<file path="src/rtl/synth_pkg.sv">
// Shared constants, sample/phase types and the sequencer note table for the tone synthesiser.
package synth_pkg;

  localparam int FS_DIV   = 2048;
  localparam int SCK_DIV  = 32;
  localparam int MCLK_DIV = 8;
  localparam int SAMPLE_W = 24;
  localparam int PHASE_W  = 24;
  localparam int DIV_W    = $clog2(FS_DIV);
  localparam int SLOT_W   = $clog2(FS_DIV / (2 * SCK_DIV));

  typedef logic signed [SAMPLE_W-1:0] sample_t;
  typedef logic [PHASE_W-1:0]         phase_t;

  // Per-frame phase step for C4..D6, f * 2^24 / 48828.125 rounded; A4 uses the reference value 151182.
  function automatic phase_t note_inc(input logic [3:0] n);
    case (n)
      4'd0:    return 24'd89894;
      4'd1:    return 24'd100902;
      4'd2:    return 24'd113259;
      4'd3:    return 24'd119994;
      4'd4:    return 24'd134689;
      4'd5:    return 24'd151182;
      4'd6:    return 24'd169697;
      4'd7:    return 24'd179788;
      4'd8:    return 24'd201805;
      4'd9:    return 24'd226518;
      4'd10:   return 24'd239988;
      4'd11:   return 24'd269377;
      4'd12:   return 24'd302366;
      4'd13:   return 24'd339394;
      4'd14:   return 24'd359575;
      default: return 24'd403610;
    endcase
  endfunction

endpackage

</file>
<file path="src/rtl/synth_top_i2s_tx.sv">
// I2S transmitter: owns the clock divider, emits MCLK/SCK/LRCK and shifts each sample out MSB first.
module i2s_tx
  import synth_pkg::*;
(
  input  logic    clk,
  input  logic    rst,
  input  sample_t sample,
  output logic    mclk,
  output logic    sck,
  output logic    lrck,
  output logic    sdout,
  output logic    frame_strobe
);

  localparam int MCLK_BIT = $clog2(MCLK_DIV) - 1;
  localparam int SCK_BIT  = $clog2(SCK_DIV) - 1;
  localparam int SLOT_LSB = $clog2(SCK_DIV);

  logic [DIV_W-1:0]  div_q, div_d;
  logic              mclk_q, mclk_d;
  logic              sck_q, sck_d;
  logic              lrck_q, lrck_d;
  logic              sdout_q, sdout_d;
  logic [SLOT_W-1:0] slot;
  logic [SLOT_W-1:0] bit_idx;

  always_comb begin
    div_d   = div_q + DIV_W'(1);
    slot    = div_d[SLOT_LSB +: SLOT_W];
    bit_idx = SLOT_W'(SAMPLE_W) - slot;
    mclk_d  = div_d[MCLK_BIT];
    sck_d   = div_d[SCK_BIT];
    lrck_d  = div_d[DIV_W-1];
    sdout_d = sdout_q;
    // Data changes with SCK falling; slot 0 is the one-bit I2S delay after LRCK.
    if (&div_q[SCK_BIT:0]) begin
      sdout_d = 1'b0;
      if (slot != '0 && slot <= SLOT_W'(SAMPLE_W))
        sdout_d = sample[bit_idx];
    end
  end

  always_ff @(posedge clk) begin
    if (rst) begin
      div_q   <= '0;
      mclk_q  <= 1'b0;
      sck_q   <= 1'b0;
      lrck_q  <= 1'b0;
      sdout_q <= 1'b0;
    end else begin
      div_q   <= div_d;
      mclk_q  <= mclk_d;
      sck_q   <= sck_d;
      lrck_q  <= lrck_d;
      sdout_q <= sdout_d;
    end
  end

  assign frame_strobe = &div_q;
  assign mclk         = mclk_q;
  assign sck          = sck_q;
  assign lrck         = lrck_q;
  assign sdout        = sdout_q;

endmodule

</file>
<file path="src/rtl/synth_top.sv">
// Tone synthesiser top: 16-note sequencer, 24-bit phase accumulator and waveform feeding an I2S DAC.
// Define SAW_WAVE_EN to generate a sawtooth instead of the default square wave.
module synth_top
  import synth_pkg::*;
#(
  parameter int                  STEP_SAMPLES = 12207,
  parameter logic [SAMPLE_W-1:0] AMP          = 24'h100000
) (
  input  logic       clk,
  input  logic       rst,
  output logic [7:0] led,
  output logic       mclk,
  output logic       lrck,
  output logic       sck,
  output logic       sdout,
  output logic [3:0] pos
);

  localparam int               CNT_W    = (STEP_SAMPLES > 1) ? $clog2(STEP_SAMPLES) : 1;
  localparam logic [CNT_W-1:0] CNT_LAST = CNT_W'(STEP_SAMPLES - 1);

  function automatic sample_t wave(input phase_t ph);
`ifdef SAW_WAVE_EN
    sample_t centred;
    centred = sample_t'(ph - 24'h800000);
    return centred >>> 3;
`else
    return ph[PHASE_W-1] ? sample_t'(-AMP) : sample_t'(AMP);
`endif
  endfunction

  phase_t           phase_q, phase_d;
  sample_t          sample_q, sample_d;
  logic [CNT_W-1:0] step_cnt_q, step_cnt_d;
  logic [3:0]       pos_q, pos_d;
  logic             frame_strobe;

  // Phase keeps running across note changes so the waveform stays continuous.
  always_comb begin
    phase_d    = phase_q;
    sample_d   = sample_q;
    step_cnt_d = step_cnt_q;
    pos_d      = pos_q;
    if (frame_strobe) begin
      phase_d  = phase_q + note_inc(pos_q);
      sample_d = wave(phase_d);
      if (step_cnt_q == CNT_LAST) begin
        step_cnt_d = '0;
        pos_d      = pos_q + 4'd1;
      end else begin
        step_cnt_d = step_cnt_q + CNT_W'(1);
      end
    end
  end

  always_ff @(posedge clk) begin
    if (rst) begin
      phase_q    <= '0;
      sample_q   <= '0;
      step_cnt_q <= '0;
      pos_q      <= '0;
    end else begin
      phase_q    <= phase_d;
      sample_q   <= sample_d;
      step_cnt_q <= step_cnt_d;
      pos_q      <= pos_d;
    end
  end

  i2s_tx u_i2s_tx (
    .clk          (clk),
    .rst          (rst),
    .sample       (sample_q),
    .mclk         (mclk),
    .sck          (sck),
    .lrck         (lrck),
    .sdout        (sdout),
    .frame_strobe (frame_strobe)
  );

  assign led = {sample_q[SAMPLE_W-1 -: 4], pos_q};
  assign pos = pos_q;

endmodule

</file>
<file path="config.mk">
export PLATFORM = sky130hd
export DESIGN_NAME = synth_top
export DESIGN_NICKNAME = d
export VERILOG_FILES = /design/src/rtl/synth_pkg.sv /design/src/rtl/synth_top_i2s_tx.sv /design/src/rtl/synth_top.sv
export SDC_FILE = /design/constraint.sdc
export NUM_CORES = 1
export LEC_CHECK = 0
export BUFFER_PORTS_ARGS = -buffer_cell sky130_fd_sc_hd__buf_2
export CORE_MARGIN = 1
export CORE_UTILIZATION = 55
export CTS_BUF_LIST = sky130_fd_sc_hd__clkbuf_16
export CTS_CLUSTER_SIZE = 8
export DETAILED_ROUTE_END_ITERATION = 16
export PLACE_DENSITY = 0.72
export SYNTH_ARGS = -nofsm -noshare
export SYNTH_HDL_FRONTEND = slang
export SYNTH_HIERARCHICAL = 1
export SYNTH_SLANG_ARGS = --single-unit
</file>
<file path="constraint.sdc">
create_clock -name clk -period 4.1 [get_ports clk]
set_input_delay 0.82 -clock clk [delete_from_list [all_inputs] [get_ports clk]]
set_output_delay 0.82 -clock clk [all_outputs]
set_load 0.05 [all_outputs]
</file>
## Word level (Yosys, flattened, before mapping)

Memory sizes are Yosys's and may differ from the RTL's. A register that Yosys moved wholly into a read port is not among the register bits.
Index checks and enable logic that the tools add are counted.

| cells by class | value |
|---|---|
| add/sub/neg operators | 5 |
| multiply operators | 0 |
| div/mod/pow operators | 0 |
| magnitude comparators | 2 |
| equality and inequality tests | 1 |
| shift-type cells | 0 |
| multiplexer cells | 8 |
| bitwise operators | 0 |
| reduce and logical (&&, ||, !) cells | 5 |

Operators with widths:

| cell | number |
|---|---|
| $mux 24 | 2 |
| $add 24x24->24 | 1 |
| $add 14x1->14 const B | 1 |
| $eq 14x14->1 const B | 1 |
| $mux 14 | 1 |
| $reduce_and 12->1 | 1 |
| $add 11x1->11 const B | 1 |
| $reduce_and 11->1 | 1 |
| $mux 4 | 2 |
| $lt 5x6->1 const B | 1 |
| $bmux 1 s5 | 1 |
| $le 5x5->1 const B | 1 |
| $reduce_and 5->1 | 1 |
| $reduce_bool 5->1 | 1 |
| $sub 5x5->5 const A | 1 |
| $add 4x1->4 const B | 1 |
| $mux 1 | 2 |
| $logic_and 1x1->1 | 1 |

| word-level totals | value |
|---|---|
| bits in registers | 81 |
| latch bits | 0 |
| RAM bits | 0 |
| memory bits (read-only) | 304 |
| bits of input ports | 2 |
| output and inout bits | 16 |
| word-level logic and storage cells | 31 |
| memories kept | 1 |

Memory list:

| name | depth | width | read ports | clocked after Yosys merged registers in | write ports | line | source |
|---|---|---|---|---|---|---|---|
| (no name shown) | 16 | 19 | 1 | 1 | 0 | synth_pkg.sv:17 | `case (n)` |

## Depth between registers and ports, before layout

Gate-level depths: netlist of the first run.

| depth | value |
|---|---|
| depth after elaboration | 5 |
| mapped depth | 13 |
| gate-level depth less buffers | 12 |

## Hierarchy

Netlist of the first run, hierarchy kept.

By module, submodules not included:

| module | instances | cells each | area each (sq um) |
|---|---|---|---|
| synth_top | 1 | 458 | 3,875.0 |
| i2s_tx | 1 | 99 | 954.7 |

## Least setup slack after synthesis of the first run

No wires, ideal clock.

| path | value |
|---|---|
| path kind | flip-flop to flip-flop |
| start | reg u_i2s_tx.div_q[2] |
| end | reg with a tool-made name |
| arrival time | 3.312 ns |
| slack | 0.668 ns |
| stages on the path, launching flop included | 14 |
| clock period less this slack | 3.432 ns |
| cell sequence | dfxtp_1 > and4_4 > nand4_1 > nor2_1 > and2_1 > and3_2 > nand4_4 > mux2i_1 > or2_2 > clkbuf_1 > inv_1 > ha_1 > nor2_1 > o31a_1 |

RTL lines:

| item | line | source |
|---|---|---|
| from (decl) | synth_top_i2s_tx.sv:19 | `logic [DIV_W-1:0] div_q, div_d;` |
| from (signal assigned) | synth_top_i2s_tx.sv:51 | `div_q <= div_d;` |

==> metrics, run 1 <==
total track usage 0.232; Num CTS Buffers 9; nets 607; PortBufs 17; Num Clock Sinks 74; initial antenna violation count 0; P_leak roughly 0.0022 uW; Crit path required time 4.31 ns; synthesized area per cell 8.67 um^2; Critical Path Sink Type flip-flop; Arr. time, crit path ~3.5 ns; GPL Wtd Cong 0.897; vias just under 4000; synth warn 6; post-cts gate resize count 0; height of the die 95.7 um; Gate Count Post-Synth approximately 560; slew margin rel. 0.443; row cnt 33; Max Cap Viol 0; clk_skew 0.00645 ns; crit path kind reg2reg; Unique masters post-synth 79; largest net degree at the start of global routing 51; deepest clock path buffer count 2; Initial Utilization 0.579; depth of the worst register-to-register path 11; wire per inst ~15 um; Hold Crit Depth 2; Final Setup Violations 0; PwrDens between 200 and 300 nW/um^2; max-slew violations 0; Via density just under 6; Cell Area, Synth 4830 um^2; # IOs 18; Seq cells post-synth 74; final instance area between 5000 and 6000 um^2; Detail Route Antenna Nets 0; Post-CTS Setup Bufs 0; grt ovf 0; minimum clock period approximately 3.2 ns; Post-DP Area 4950 um^2; r2r setup slk approximately 0.86 ns; final hold violations 0; DRT Wirelength roughly 10 mm; number of global-route vias before repair around 3600; highest clock rate ~310 MHz; drc violations 0; first-pass GRT wire length about 16 mm; layout cells sized above 1 0.118; Die ar. roughly 9000 um^2; Post-synth ARST share 0; core area between 8000 and 9000 um^2; Synth Flop Type dfxtp_1; Min-Delay Endpoint u_i2s_tx/sdout; synth top area cells dfxtp_1 31%, ha_1 8.5%, nor2_1 4.7%; Area growth syn-to-layout 8.68%; worst vdd ir 0.197 mV; CTS tree done; min-delay src u_i2s_tx/sdout; fin crit share 0.791; number of synthesized flops with an enable pin 0; unrepaired setup endpoints after global routing false; r2r startpoint u_i2s_tx/div_q[2]; status finished, final reports clean; Reg clk slew, reported paths approximately 0.060 ns; CP Max Fanout 20; root buf cell clkbuf_16; Chip Width 95.7 um; Sum Neg Setup Slack 0 ns; antenna cell count 0; Hold Buf Count CTS 0; Detailed Routing Iterations Pass 1 4; cell taking the most area after synthesis dfxtp_1; H-tree level count 3; Hold Path Class reg2reg; initial DRC count 198; post-synthesis sequential area ratio 0.307; Worst Tran Pin Value approximately 0.83 ns; CP startpoint kind flip-flop; final HPWL from detailed placement 7.33 mm; Clock Latency Late Sink around 0.33 ns; Yosys top cell area share 0.307
[cells in the final DEF, fill, tap and decap left out, types with 14 or more instances in the layout]
| master | instances |
|---|---|
| a21o_1 | 14 |
| a21oi_1 | 20 |
| buf_2 | 17 |
| conb_1 | 20 |
| dfxtp_1 | 74 |
| ha_1 | 33 |
| inv_1 | 14 |
| mux2i_1 | 21 |
| nand2_1 | 38 |
| nand3_1 | 33 |
| nand4_1 | 14 |
| nor2_1 | 61 |
| nor3_1 | 19 |
| o21ai_0 | 17 |
| xor2_1 | 18 |
[worst max-delay path, stage by stage, from the launching register on]
cell      delay, ns
dfxtp_1        0.43
and4_4         0.29
nand4_1        0.13
nor2_1         0.21
and2_1         0.17
and3_2         0.23
nand4_4        0.17
o21a_1         0.25
o21bai_4       0.40
inv_2          0.28
xnor2_1        0.23
a221o_1        0.32
[final cells by class]
cell class              instances  area (um^2)
well taps                     105          131
inverters                      16         61.3
fillers                       735         3090
clock inverters                 7         68.8
flip-flops and latches         74         1480
multi-input cells             451         3180
repair buffers                 19          100
clock buffers                   9          225
[cells in the mapped netlist, types with 8 or more instances]
cell type and instances:
dfxtp_1 74, nor2_1 61, nand2_1 38, ha_1 33, nand3_1 33, mux2i_1 21, a21oi_1 20, clkbuf_1 19
nor3_1 19, xor2_1 18, o21ai_0 17, a21o_1 14, inv_1 14, nand4_1 14, xnor2_1 13, nand2b_1 10
a211oi_1 8, and3_1 8
[where the power goes]
| group | internal [uW] | total, uW | switching [uW] |
|---|---|---|---|
| logic | 10.1 | 32.8 | 22.7 |
| clock network | 470 | 774 | 304 |
| registers | 722 | 724 | 2.65 |
| total | 1200 | 1530 | 329 |
[cell families (layout without fill, tap and decap cells)]
kind of cell,after synthesis,count (layout),synth area share
XOR/XNOR,34,34,0.0687
AND/OR/NAND/NOR,224,224,0.243
multiplexers,31,31,0.0793
AO/OA/AOI/OAI,108,108,0.162
flip-flops,74,74,0.307
other,1,20,0.000776
buffers and inverters,51,51,0.0495
adder cells (fa/ha/maj),34,34,0.0896
[per-stage QoR]
stage               power (uW)  hold slack, ns  setup WS, ns  utilization  instances
floorplan                  765           0.425         0.668            -        576
global placement           771           0.438         0.962        0.594        665
detailed placement         772           0.448         0.855        0.594        665
CTS                       1550           0.461         0.846        0.629        681
global route              1590           0.482         0.591        0.629        681
finish                    1530           0.463         0.856        0.629        681
[how the worst max path moves through the flow]
stage	start	endpoint	slack (ns)	cells past startpoint
after CTS	u_i2s_tx/div_q[2]	flip-flop	0.85	10
after global routing	u_i2s_tx/div_q[2]	flip-flop	0.59	10
final	u_i2s_tx/div_q[2]	flip-flop	0.86	11
after floorplan	u_i2s_tx/div_q[2]	flip-flop	0.67	13
after detailed placement	u_i2s_tx/div_q[2]	flip-flop	0.86	10
after global placement	u_i2s_tx/div_q[5]	flip-flop	0.96	12
[routing by layer]
layer	part of all wire	global-route usage	routed length (um)	vias up
met5	0	0	0	-
met4	0.0084	0.0597	84	0
met3	0.036	0.0474	357	9
met2	0.49	0.394	4930	83
met1	0.46	0.300	4600	1850
li1	-	-	-	2015
No activity file was read; power rests on OpenSTA's default activity.
==> run 2, diff against run 1 <==
==> constraint.sdc (replaced) <==
create_clock -name clk -period 3.25 [get_ports clk]
set_input_delay 0.65 -clock clk [delete_from_list [all_inputs] [get_ports clk]]
set_output_delay 0.65 -clock clk [all_outputs]
set_load 0.05 [all_outputs]
==> run 2 against run 1 <==
  * Via count down 0.15%
  * Core utilization up 0.77 points
  * Die area unchanged
  * Clock skew up 0.0050 ns
  * Largest cell class unchanged
==> metrics, run 2 (synthesis gave the netlist of run 1 again) <==
Arr. time, crit path 3.25 ns (-0.21 ns); Detail Route Antenna Nets 0 (unchanged); grt ovf 0 (unchanged); highest clock rate 335 MHz (+8.6%); Final Setup Violations 0 (unchanged); P_leak 0.00222 uW (+0.89%); Num Clock Sinks 74 (unchanged); Max Cap Viol 0 (unchanged); Critical Path Sink Type flip-flop; Chip Width 95.7 um (unchanged); Die ar. 9160 um^2 (unchanged); fin crit share 0.919 (+0.128); initial DRC count 153 (-23%); Clock Latency Late Sink 0.33 ns (about the same); Worst Tran Pin Value 0.664 ns (-0.165 ns); final hold violations 0 (unchanged); minimum clock period 2.99 ns (-0.256 ns); number of global-route vias before repair 3581 (+0.65%); Area growth syn-to-layout 10.0%; height of the die 95.7 um (unchanged); Initial Utilization 0.579 (unchanged); status finished, final reports clean; slew margin rel. 0.553 (+0.110); antenna cell count 0 (unchanged); commonest non-fill, non-tap cell in the layout dfxtp_1; CP startpoint kind flip-flop; core area 8340 um^2 (unchanged); # IOs 18 (unchanged); depth of the worst register-to-register path 11 (unchanged); Detailed Routing Iterations Pass 1 4 (unchanged); largest net degree at the start of global routing 45 (-12%); initial antenna violation count 0 (unchanged); Hold Path Class reg2reg; CTS tree done; Crit path required time 3.51 ns (-0.80 ns); layout cells sized above 1 0.136 (+0.0177); root buf cell clkbuf_16; worst vdd ir 0.248 mV (+26%); most frequent cells in the layout 72 x dfxtp_1, 61 x nor2_1, 38 x nand2_1; row cnt 33 (unchanged); H-tree level count 3 (unchanged); clk_skew 0.0114 ns (+0.00497 ns); Power, Total 1980 uW (+30%); nets 613 (+0.99%); Hold Crit Depth 1 (-1); DRT Wirelength 10.1 mm (+1.1%); PwrDens 373 nW/um^2 (+28%); total track usage 0.234 (+0.00201); vias 3951 (-0.15%); Sum Neg Setup Slack 0 ns (unchanged); Reg clk slew, reported paths 0.06 ns (about the same); wire per inst 14.7 um (+0.23%); PortBufs 17 (unchanged); max-slew violations 0 (unchanged); deepest clock path buffer count 2 (unchanged); Post-CTS Setup Bufs 0 (unchanged); drc violations 0 (unchanged); crit path kind reg2reg; first-pass GRT wire length 16.7 mm (+1.2%); final HPWL from detailed placement 7.42 mm (+1.1%); CP Max Fanout 8 (-60%); Num CTS Buffers 9 (unchanged); GPL Wtd Cong 0.853 (-4.9%); unrepaired setup endpoints after global routing false; Via density 5.75 (-1.0%)
## run 2: changes by cell type in the layout (fill, tap and decap cells not counted), sizes merged
cell,before,now
buf,19,25
clkinv,5,1
clkinvlp,1,2
inv,16,19
## run 2: final cells by class
type	count	area, um^2
clock buffers	9	225
clock inverters	7	81.3
fillers	715	3030
inverters	16	65.1
multi-input cells	451	3180
flip-flops and latches	74	1480
well taps	105	131
repair buffers	25	145
## run 2: worst paths after layout
| kind | startpoint | endpoint | slack, ns |
|---|---|---|---|
| setup reg to reg | u_i2s_tx/div_q[5] | flip-flop | 0.26 |
| setup / recovery | u_i2s_tx/div_q[5] | flip-flop | 0.26 |
| hold reg to reg | u_i2s_tx/div_q[0] | u_i2s_tx/div_q[0] | 0.45 |
| hold / removal | u_i2s_tx/div_q[0] | u_i2s_tx/div_q[0] | 0.45 |
## run 2: per-layer routing
layer | global-route usage | vias to the layer above | share of wire
li1 | - | 2029 | -
met1 | 0.303 | 1841 | 0.47
met2 | 0.388 | 73 | 0.48
met3 | 0.0450 | 8 | 0.039
met4 | 0.0833 | 0 | 0.014
met5 | 0 | - | 0
## run 2: through the flow
stage / worst slack [ns] / std cells / utilization / area (um^2) / hold slack [ns]
after floorplan: 0.0585 / 576 / - / 4900 / 0.425
after global placement: 0.258 / 671 / 0.600 / 5000 / 0.437
after detailed placement: 0.183 / 671 / 0.600 / 5000 / 0.446
after CTS: 0.169 / 687 / 0.637 / 5310 / 0.460
after global routing: 0.0645 / 687 / 0.637 / 5310 / 0.484
final: 0.262 / 687 / 0.637 / 5310 / 0.454
## run 2: report_power, final
| group | leakage, uW | internal (uW) | switching [uW] |
|---|---|---|---|
| clock | 0.000148 | 608 | 419 |
| combinational | 0.00147 | 14.1 | 29.0 |
| sequential | 0.000598 | 910 | 3.03 |
## run 2: worst max-delay path, cell delays in order (launching register included)
cell and delay, ns:
dfxtp_1 0.40, and4_4 0.29, nand4_1 0.12, nor2_1 0.18
and2_1 0.17, and3_2 0.23, nand4_4 0.16, mux2i_1 0.15
or2_2 0.38, ha_1 0.41, mux2_2 0.31, mux2i_1 0.13
## run 2: repair_timing
item,4_1_cts,5_1_grt
endpoints found under the setup margin,0,4
resized for setup,0,2
hold endpoints to repair,0,0
hold buffers,0,0
==> run 3, diff against run 2 <==
==> constraint.sdc (replaced) <==
create_clock -name clk -period 3.19 [get_ports clk]
set_input_delay 0.638 -clock clk [delete_from_list [all_inputs] [get_ports clk]]
set_output_delay 0.638 -clock clk [all_outputs]
set_load 0.05 [all_outputs]
==> run 3 against run 2 <==
  * Sequential power is 2% higher
  * Sequential share of layout area down 0.14 points
  * Count of clock-buffer cells in the layout unchanged
  * Critical path type unchanged
==> metrics, run 3 (synthesis gave the netlist of run 1 again) <==
Crit path required time 3.40 ns (-0.11 ns); row cnt 33 (unchanged); largest net degree at the start of global routing 59 (+31%); height of the die 95.7 um (unchanged); commonest non-fill, non-tap cell in the layout dfxtp_1; crit path kind reg2reg; Post-CTS Setup Bufs 0 (unchanged); highest clock rate 334 MHz (-0.26%); Arr. time, crit path 3.20 ns (-0.05 ns); CTS tree done; Max Cap Viol 0 (unchanged); Via density 5.79 (+0.64%); grt ovf 0 (unchanged); total track usage 0.235 (+0.00128); Hold Buf Count CTS 0 (unchanged); Detailed Routing Iterations Pass 1 4 (unchanged); vias 3982 (+0.78%); Die ar. 9160 um^2 (unchanged); DRT Wirelength 10.1 mm (+0.51%); Final Setup Violations 0 (unchanged); antenna cell count 0 (unchanged); final instance area 5350 um^2 (+0.68%); CP Max Fanout 9 (+1); Reg clk slew, reported paths 0.06 ns (about the same); multi-input logic area 3180 um^2 (about the same); core area 8340 um^2 (unchanged); final hold violations 0 (unchanged); Slowest Stage Delay on Critical Path 0.43 ns (+0.02 ns); Sum Neg Setup Slack 0 ns (unchanged); max-slew violations 0 (unchanged); status finished, final reports clean; PwrDens 383 nW/um^2 (+2.7%); final HPWL from detailed placement 7.43 mm (+0.18%); clk_skew 0.0119 ns (+0.000459 ns); CP startpoint kind flip-flop; slew margin rel. 0.559 (+0.00615); PortBufs 17 (unchanged); Seq. cell area 1490 um^2 (+0.17%); Initial Utilization 0.579 (unchanged); post-cts gate resize count 0 (unchanged); drc violations 0 (unchanged); Clock Latency Late Sink 0.33 ns (about the same); most frequent cells in the layout 72 x dfxtp_1, 61 x nor2_1, 38 x nand2_1; Hold Path Class reg2reg; nets 615 (+0.33%); Chip Width 95.7 um (unchanged); Num Clock Sinks 74 (unchanged); wire per inst 14.7 um (+0.36%); # IOs 18 (unchanged); P_leak 0.00225 uW (+1.4%); Cell Chain, Critical Path and4_4 > nand4_1 > nor2_1 > and2_1 > and3_2 > nand4_4 > xor2_1 > or2_2 > ha_2 > nor3_1 > a221o_1; worst vdd ir 0.248 mV (about the same); Area growth syn-to-layout 10.8%; deepest clock path buffer count 2 (unchanged); fin crit share 0.939 (+0.0197); Worst Tran Pin Value 0.657 ns (-0.00726 ns); GPL Wtd Cong 0.851 (-0.22%); number of global-route vias before repair 3577 (-0.11%); root buf cell clkbuf_16; Slowest cell on crit path ha_2; initial antenna violation count 0 (unchanged); Num CTS Buffers 9 (unchanged); H-tree level count 3 (unchanged); initial DRC count 148 (-3.3%); minimum clock period 3.00 ns (+0.00765 ns); layout cells sized above 1 0.139 (+0.00320); Detail Route Antenna Nets 0 (unchanged); Post-DP Area 5030 um^2 (+0.60%); Critical Path Sink Type flip-flop; first-pass GRT wire length 16.6 mm (-0.78%); final-layout fill cell count 724 (+1.3%); unrepaired setup endpoints after global routing false
==> run 3: final timing paths <==
kind	from	to	slack [ns]	depth (start not counted)
setup / recovery	u_i2s_tx/div_q[5]	flip-flop	0.19	11
hold / removal	u_i2s_tx/sdout	u_i2s_tx/sdout	0.46	2
setup reg to reg	u_i2s_tx/div_q[5]	flip-flop	0.19	11
hold reg to reg	u_i2s_tx/sdout	u_i2s_tx/sdout	0.46	2
==> run 3: cell type report <==
type,instances,share of cell area
Multi-Input combinational cell,451,0.595
Clock buffer,9,0.0421
Timing Repair Buffer,27,0.0323
Tap cell,105,0.0246
Sequential cell,74,0.278
Inverter,16,0.0115
Clock inverter,6,0.0166
==> run 3: per-layer routing <==
| metal | up-vias | GRT usage | wire length (um) |
|---|---|---|---|
| met5 | - | 0 | 0 |
| met4 | 0 | 0.101 | 267 |
| met3 | 22 | 0.0521 | 365 |
| met2 | 70 | 0.398 | 4950 |
| met1 | 1861 | 0.287 | 4540 |
| li1 | 2029 | - | - |
==> run 3: stage by stage <==
stage | power (uW) | cells | util | worst slack, ns | hold slack [ns]
after floorplan | 984 | 576 | - | 0.0263 | 0.425
after global routing | 2120 | 688 | 0.641 | 0.0199 | 0.494
after detailed placement | 995 | 673 | 0.603 | 0.156 | 0.445
final | 2050 | 688 | 0.641 | 0.194 | 0.456
after global placement | 994 | 673 | 0.603 | 0.241 | 0.435
after CTS | 2080 | 688 | 0.641 | 0.137 | 0.459
==> run 3: critical path: cells and delay by family, from the launching register on <==
family / cells / cell delay (ns)
DFF: 1 / 0.41
AOI/OAI and AO/OA: 1 / 0.27
and+or+nand+nor: 8 / 1.60
xor gates and xnor gates: 1 / 0.17
adders and majority gates: 1 / 0.43
==> run 3: report_power, final <==
group	switching [uW]	internal, uW
sequential	3.03	927
combinational	29.8	15.4
clock	393	683
